--- config.mk ---
export PLATFORM = sky130hd
export DESIGN_NAME = memory_stage
export DESIGN_NICKNAME = d
export VERILOG_FILES = /design/src/rtl/mips_pkg.sv /design/src/rtl/mem_handshake_fsm.sv /design/src/rtl/memory_stage.sv
export SDC_FILE = /design/constraint.sdc
export NUM_CORES = 1
export LEC_CHECK = 0
export BUFFER_PORTS_ARGS = -buffer_cell sky130_fd_sc_hd__buf_2
export CORE_MARGIN = 3
export CORE_UTILIZATION = 44
export CTS_BUF_LIST = sky130_fd_sc_hd__clkbuf_4 sky130_fd_sc_hd__clkbuf_8
export DETAILED_ROUTE_END_ITERATION = 12
export HOLD_SLACK_MARGIN = 0.06
export PLACE_DENSITY_LB_ADDON = 0.3
export SYNTH_ARGS = -nofsm -noshare
export SYNTH_HDL_FRONTEND = slang
export SYNTH_SLANG_ARGS = --single-unit
export TNS_END_PERCENT = 10
--- constraint.sdc ---
create_clock -name clk -period 1.6 [get_ports clk]
set_clock_uncertainty 0.05 [all_clocks]
set_input_delay 0.32 -clock clk [delete_from_list [all_inputs] [get_ports clk]]
set_output_delay 0.32 -clock clk [all_outputs]
set_load 0.03 [all_outputs]
--- src/rtl/mips_pkg.sv ---
// Shared definitions for the MIPS pipeline memory stage.
// Holds the handshake FSM state encoding, default bus widths, the zero-register
// index and a word-alignment helper.
package mips_pkg;

  localparam int unsigned DW_DEF      = 32;
  localparam int unsigned RW_DEF      = 5;
  localparam int unsigned TIMEOUT_DEF = 16;

  localparam logic [RW_DEF-1:0] ZERO_REG = '0;

  typedef enum logic {
    ST_IDLE = 1'b0,
    ST_BUSY = 1'b1
  } mem_state_e;

  // Byte address is usable for a word access only when its two LSBs are zero
  function automatic logic word_aligned(input logic [1:0] lsb);
    return (lsb == 2'b00);
  endfunction

endpackage

--- src/rtl/mem_handshake_fsm.sv ---
// Data-memory req/ack handshake for the MEM stage.
// Latches the access (addr/we/wdata/rd) on start, holds dmem_req until ack.
// Optional MEM_TIMEOUT_EN: aborts an access after TIMEOUT_CYCLES BUSY cycles.
// Ports:
//   clk, rst           clock, async active-low reset
//   start              launch an access (only honoured in IDLE)
//   start_we/addr/wdata/rd  access to latch
//   dmem_ack           access complete pulse
//   dmem_req/we/addr/wdata  registered memory request
//   lat_rd             latched destination register
//   busy_c             FSM in BUSY
//   done_c             ack seen while BUSY
//   abort_c            timeout abort in this cycle (0 without MEM_TIMEOUT_EN)
module mem_handshake_fsm
  import mips_pkg::*;
#(
  parameter int unsigned DW             = DW_DEF,
  parameter int unsigned RW             = RW_DEF,
  parameter int unsigned TIMEOUT_CYCLES = TIMEOUT_DEF
) (
  input  logic          clk,
  input  logic          rst,
  input  logic          start,
  input  logic          start_we,
  input  logic [DW-1:0] start_addr,
  input  logic [DW-1:0] start_wdata,
  input  logic [RW-1:0] start_rd,
  input  logic          dmem_ack,
  output logic          dmem_req,
  output logic          dmem_we,
  output logic [DW-1:0] dmem_addr,
  output logic [DW-1:0] dmem_wdata,
  output logic [RW-1:0] lat_rd,
  output logic          busy_c,
  output logic          done_c,
  output logic          abort_c
);

  mem_state_e    state, state_nxt;
  logic          req_nxt, we_nxt;
  logic [DW-1:0] addr_nxt, wdata_nxt;
  logic [RW-1:0] rd_nxt;

  assign busy_c = (state == ST_BUSY);
  assign done_c = busy_c & dmem_ack;

`ifdef MEM_TIMEOUT_EN
  localparam int unsigned CW = (TIMEOUT_CYCLES > 1) ? $clog2(TIMEOUT_CYCLES) : 1;

  logic [CW-1:0] cnt, cnt_nxt;

  // An ack in the final cycle wins over the abort
  assign abort_c = busy_c & ~dmem_ack & (cnt == CW'(TIMEOUT_CYCLES - 1));

  // Cleared whenever not waiting, so every BUSY entry starts from zero
  always_comb cnt_nxt = (busy_c & ~dmem_ack) ? cnt + CW'(1) : '0;

  always_ff @(posedge clk or negedge rst) begin
    if (!rst) cnt <= '0;
    else      cnt <= cnt_nxt;
  end
`else
  logic unused_cfg;
  assign unused_cfg = |TIMEOUT_CYCLES;
  assign abort_c    = 1'b0;
`endif

  // Next-state and request latch
  always_comb begin
    state_nxt = state;
    req_nxt   = dmem_req;
    we_nxt    = dmem_we;
    addr_nxt  = dmem_addr;
    wdata_nxt = dmem_wdata;
    rd_nxt    = lat_rd;
    case (state)
      ST_IDLE: begin
        if (start) begin
          state_nxt = ST_BUSY;
          req_nxt   = 1'b1;
          we_nxt    = start_we;
          addr_nxt  = start_addr;
          wdata_nxt = start_wdata;
          rd_nxt    = start_rd;
        end
      end
      ST_BUSY: begin
        if (done_c | abort_c) begin
          state_nxt = ST_IDLE;
          req_nxt   = 1'b0;
        end
      end
      default: state_nxt = ST_IDLE;
    endcase
  end

  always_ff @(posedge clk or negedge rst) begin
    if (!rst) begin
      state      <= ST_IDLE;
      dmem_req   <= 1'b0;
      dmem_we    <= 1'b0;
      dmem_addr  <= '0;
      dmem_wdata <= '0;
      lat_rd     <= '0;
    end else begin
      state      <= state_nxt;
      dmem_req   <= req_nxt;
      dmem_we    <= we_nxt;
      dmem_addr  <= addr_nxt;
      dmem_wdata <= wdata_nxt;
      lat_rd     <= rd_nxt;
    end
  end

endmodule

--- src/rtl/memory_stage.sv ---
// MEM stage of the 5-stage MIPS pipeline.
// Passes ALU results to the MEM/WB register, runs lw/sw through a req/ack
// data-memory handshake (stalling upstream while outstanding) and flags
// misaligned accesses. MEM/WB register doubles as the forwarding source.
// Optional macro MEM_TIMEOUT_EN enables the access-abort timeout.
// Ports:
//   clk, rst                    clock, async active-low reset
//   ALUout, XM_*                execute-stage result and control
//   dmem_req/we/addr/wdata      memory request (registered)
//   dmem_rdata, dmem_ack        memory response
//   stall                       hold IF/ID/EX (combinational)
//   MW_RD, MW_data, MW_regWrite writeback / forwarding register
//   misalign_err, timeout_err   one-cycle error pulses
module memory_stage
  import mips_pkg::*;
#(
  parameter int unsigned DW             = DW_DEF,
  parameter int unsigned RW             = RW_DEF,
  parameter int unsigned TIMEOUT_CYCLES = TIMEOUT_DEF
) (
  input  logic          clk,
  input  logic          rst,
  input  logic [DW-1:0] ALUout,
  input  logic [RW-1:0] XM_RD,
  input  logic          XM_lwFlag,
  input  logic          XM_swFlag,
  input  logic [DW-1:0] XM_storeData,
  input  logic          XM_regWriteEn,
  output logic          dmem_req,
  output logic          dmem_we,
  output logic [DW-1:0] dmem_addr,
  output logic [DW-1:0] dmem_wdata,
  input  logic [DW-1:0] dmem_rdata,
  input  logic          dmem_ack,
  output logic          stall,
  output logic [RW-1:0] MW_RD,
  output logic [DW-1:0] MW_data,
  output logic          MW_regWrite,
  output logic          misalign_err,
  output logic          timeout_err
);

  logic          busy_c, done_c, abort_c;
  logic          is_mem_c, aligned_c, mem_op_c, misalign_c;
  logic [RW-1:0] lat_rd;
  logic [DW-1:0] mw_data_nxt;
  logic [RW-1:0] mw_rd_nxt;
  logic          mw_we_nxt, mis_nxt, to_nxt;

  assign is_mem_c   = XM_lwFlag | XM_swFlag;
  assign aligned_c  = word_aligned(ALUout[1:0]);
  assign mem_op_c   = ~busy_c & is_mem_c & aligned_c;
  assign misalign_c = ~busy_c & is_mem_c & ~aligned_c;

  // Upstream is released in the ack/abort cycle; forced low while in reset
  assign stall = rst & (mem_op_c | (busy_c & ~done_c & ~abort_c));

  mem_handshake_fsm #(
    .DW             (DW),
    .RW             (RW),
    .TIMEOUT_CYCLES (TIMEOUT_CYCLES)
  ) u_hs (
    .clk         (clk),
    .rst         (rst),
    .start       (mem_op_c),
    .start_we    (XM_swFlag & ~XM_lwFlag),
    .start_addr  (ALUout),
    .start_wdata (XM_storeData),
    .start_rd    (XM_RD),
    .dmem_ack    (dmem_ack),
    .dmem_req    (dmem_req),
    .dmem_we     (dmem_we),
    .dmem_addr   (dmem_addr),
    .dmem_wdata  (dmem_wdata),
    .lat_rd      (lat_rd),
    .busy_c      (busy_c),
    .done_c      (done_c),
    .abort_c     (abort_c)
  );

  // MEM/WB next values; anything other than a retiring ALU op or load is a bubble
  always_comb begin
    mw_data_nxt = MW_data;
    mw_rd_nxt   = MW_RD;
    mw_we_nxt   = 1'b0;
    mis_nxt     = 1'b0;
    to_nxt      = abort_c;
    if (busy_c) begin
      if (done_c && !dmem_we) begin
        mw_data_nxt = dmem_rdata;
        mw_rd_nxt   = lat_rd;
        mw_we_nxt   = (lat_rd != RW'(ZERO_REG));
      end
    end else if (misalign_c) begin
      mis_nxt = 1'b1;
    end else if (!is_mem_c) begin
      mw_data_nxt = ALUout;
      mw_rd_nxt   = XM_RD;
      mw_we_nxt   = XM_regWriteEn & (XM_RD != RW'(ZERO_REG));
    end
  end

  always_ff @(posedge clk or negedge rst) begin
    if (!rst) begin
      MW_data      <= '0;
      MW_RD        <= '0;
      MW_regWrite  <= 1'b0;
      misalign_err <= 1'b0;
      timeout_err  <= 1'b0;
    end else begin
      MW_data      <= mw_data_nxt;
      MW_RD        <= mw_rd_nxt;
      MW_regWrite  <= mw_we_nxt;
      misalign_err <= mis_nxt;
      timeout_err  <= to_nxt;
    end
  end

endmodule

==> run summary <==
Status = finished with violations
Failing checks = negative setup slack
R2R Setup Slk = -0.20 ns
Die Ht = 108 µm
Seq/Total Area, Yosys = 60.4%
Synth warnings = 0
Largest net degree at the start of global routing = 112
WP data required = 1.23 ns
Most frequent cells in the layout = buf_2 (210), mux2_2 (126), dfrtp_1 (110)
Fraction of layout cells with a size suffix above 1 = 75.2%
FF-to-FF path depth = 5
Power per cell area = 1440 mW/mm²
Global route overflow = 0
Clock period minus worst slack = 1.85 ns
Worst setup margin = -0.253 ns
Synth top area share = 60.4%
Synthesized instance count = 288
Most common cell after layout, fill and taps aside = buf_2
Avg Synthesized Cell Area = 16.0 µm²
CP endpoint = stall
Max Freq = 0.540 GHz
Die width = 108 µm
Io pins = 214
Layout area overhead = 36.8%
Cell family with most CP delay = flip-flops
Critical-path top delay cell = dfrtp_2
Number of setup violations in the final report = 64
Largest area contributor in the netlist = dfrtp_1
# rows = 36
Slew HR = 57.9%
Final ANT Viol Nets = 0
First-pass GRT wire length = 17,000 µm
Tot GR Track Use = 18.8%
RR Endpoint = u_hs.dmem_addr[29]$_DFFE_PN0P_
Startpoint types = flop
Core ar. = 0.00995 mm²
Routed Wire Length = 11,000 µm
Multi-input logic area = 0.00180 mm²
Placer Congestion = 0.850
Crit path cell chain = nor4_4 -> buf_12 -> o21a_4 -> buf_6
#FFs+latches synth = 111
Clock Sinks = 111
Total power = 9.05 mW
Largest stage delay, worst path = 0.44 ns
Die area = 0.0117 mm²
Final core occ = 63.2%
Endpoints failing hold = 0
First drt pass iteration count = 4
Antenna cells = 0
Pins Over Slew Limit = 0
Number of global-route vias before repair = 3,428
Post-Syn Nets = 395
Crit. Startpoint = u_hs.busy_c$_DFF_PN0_
Detail-routed via count per cell = 4.95
Routed wire per std cell = 16.8 µm
IO buf count = 212
Crit path DAT = 1.48 ns
Critical R2R Launch = u_hs.busy_c$_DFF_PN0_
DRC viols = 0
Count of cell types in the netlist = 20
Netlist Area Pre-Place = 0.00460 mm²
Pleak = 3.06 nW
Crit end category = output port
# fillers = 790
Synth area leaders = dfrtp_1 (60%), mux2_2 (33%), mux2_1 (1.5%)
Root buffer cell = clkbuf_8
Max_cap viols = 0
Maximum fanout along the worst path = 2
Antenna violations before repair = 0
Clock latency on the worst-skew pair = 0.36 ns
Worst Hold Class = input pin to flop
Sequential Area = 0.00278 mm²
CTS clk-pin slew, worst paths = 0.10 ns
Depth of the CTS H-tree = 3
RSZ-0062 raised after global routing = true
Detailed placer's ending HPWL = 8310 µm
Levels on crit path = 4
CTS max path bufs = 2
Hold path depth = 2
Peak supply drop = 734 µV
Worst Tran Pin Value = 0.631 ns
Fin crit share = 116%
Iteration-0 DRC Markers = 124
CTS Buf Count = 9
Setup CP Type = flop to output port
CTS tree = yes
Vias = 3,252
CP bufs+invs = 2
Initial Util = 46.2%
Layout Nets = 626
-- final cells by class --
cell class,instances,area share (%)
Clock inverter,6,0.975
Sequential cell,111,44.2
Tap cell,133,2.65
Inverter,1,0.0597
Clock buffer,10,2.09
Multi-Input combinational cell,161,28.6
Timing Repair Buffer,235,21.4
-- worst min-delay path by stage --
stage | from | endpoint | slack, ns
floorplan | rst | MW_RD[0]$_DFFE_PN0P_ | -0.03
global placement | u_hs.dmem_wdata[30]$_DFFE_PN0P_ | u_hs.dmem_wdata[30]$_DFFE_PN0P_ | 0.41
detailed placement | u_hs.dmem_addr[12]$_DFFE_PN0P_ | u_hs.dmem_addr[12]$_DFFE_PN0P_ | 0.42
CTS | XM_storeData[27] | u_hs.dmem_wdata[27]$_DFFE_PN0P_ | 0.11
global route | XM_storeData[9] | u_hs.dmem_wdata[9]$_DFFE_PN0P_ | 0.10
finish | XM_storeData[27] | u_hs.dmem_wdata[27]$_DFFE_PN0P_ | 0.12
-- flip-flops by register name, summed over array words and instances (netlist names), 5 cells and up --
register / count
u_hs.lat_rd: 5
u_hs.dmem_addr: 32
MW_RD: 5
u_hs.dmem_wdata: 32
MW_data: 32
-- where the power goes --
part / switching, mW / internal, mW / total (mW)
Clock: 0.902 / 0.737 / 1.64
Combinational: 2.18 / 1.36 / 3.54
Sequential: 0.363 / 3.51 / 3.87
-- cells in the mapped netlist --
library cell and count:
clkbuf_1 1, a2bb2oi_2 1, mux2_2 136, nor3_1 1
buf_4 4, o31ai_1 1, dfrtp_1 111, buf_2 10
o21a_1 1, a21o_1 1, o2111ai_1 1, conb_1 1
or2_2 1, nor2b_1 3, nand2_1 1, nor2_1 4
inv_1 1, mux2_1 6, or4_1 2, nor4_4 1
-- metrics by stage --
step	TNS, ns	hold slack (ns)	setup slack, ns	area (µm²)	cells
3_5_place_dp	-4.91	0.423	-0.120	6000	637
3_3_place_gp	-3.12	0.414	-0.0933	6000	637
6_report	-7.85	0.121	-0.253	6290	657
5_1_grt	-15.15	0.104	-0.333	6290	657
2_1_floorplan	-0.756	-0.0256	-0.0214	4620	288
4_1_cts	-12.89	0.109	-0.321	6230	656
-- layer usage --
metal	vias to the layer above	GRT usage [%]	wire, µm
met4	0	7.48	195
met5	-	0	0
met1	1604	22.5	4360
met3	15	5.31	975
li1	1492	-	-
met2	141	32.1	5500
-- repair_timing --
item / 4_1_cts / 5_1_grt
hold buffers: 1 / 0
hold endpoints to repair: 98 / 0
buffers inserted: 3 / 1
resized for setup: 6 / 14
pin swaps: 3 / 1
setup endpoints to repair: 65 / 109
-- kinds of logic after synthesis --
| logic type | Yosys count | share of synthesized area (%) |
|---|---|---|
| AO/OA/AOI/OAI | 5 | 1.01 |
| buffers and inverters | 16 | 1.90 |
| flip-flops | 111 | 60.4 |
| multiplexers | 142 | 34.8 |
| other | 1 | 0.0815 |
| AND/OR/NAND/NOR | 13 | 1.85 |
(Power assumes the default switching activity.)
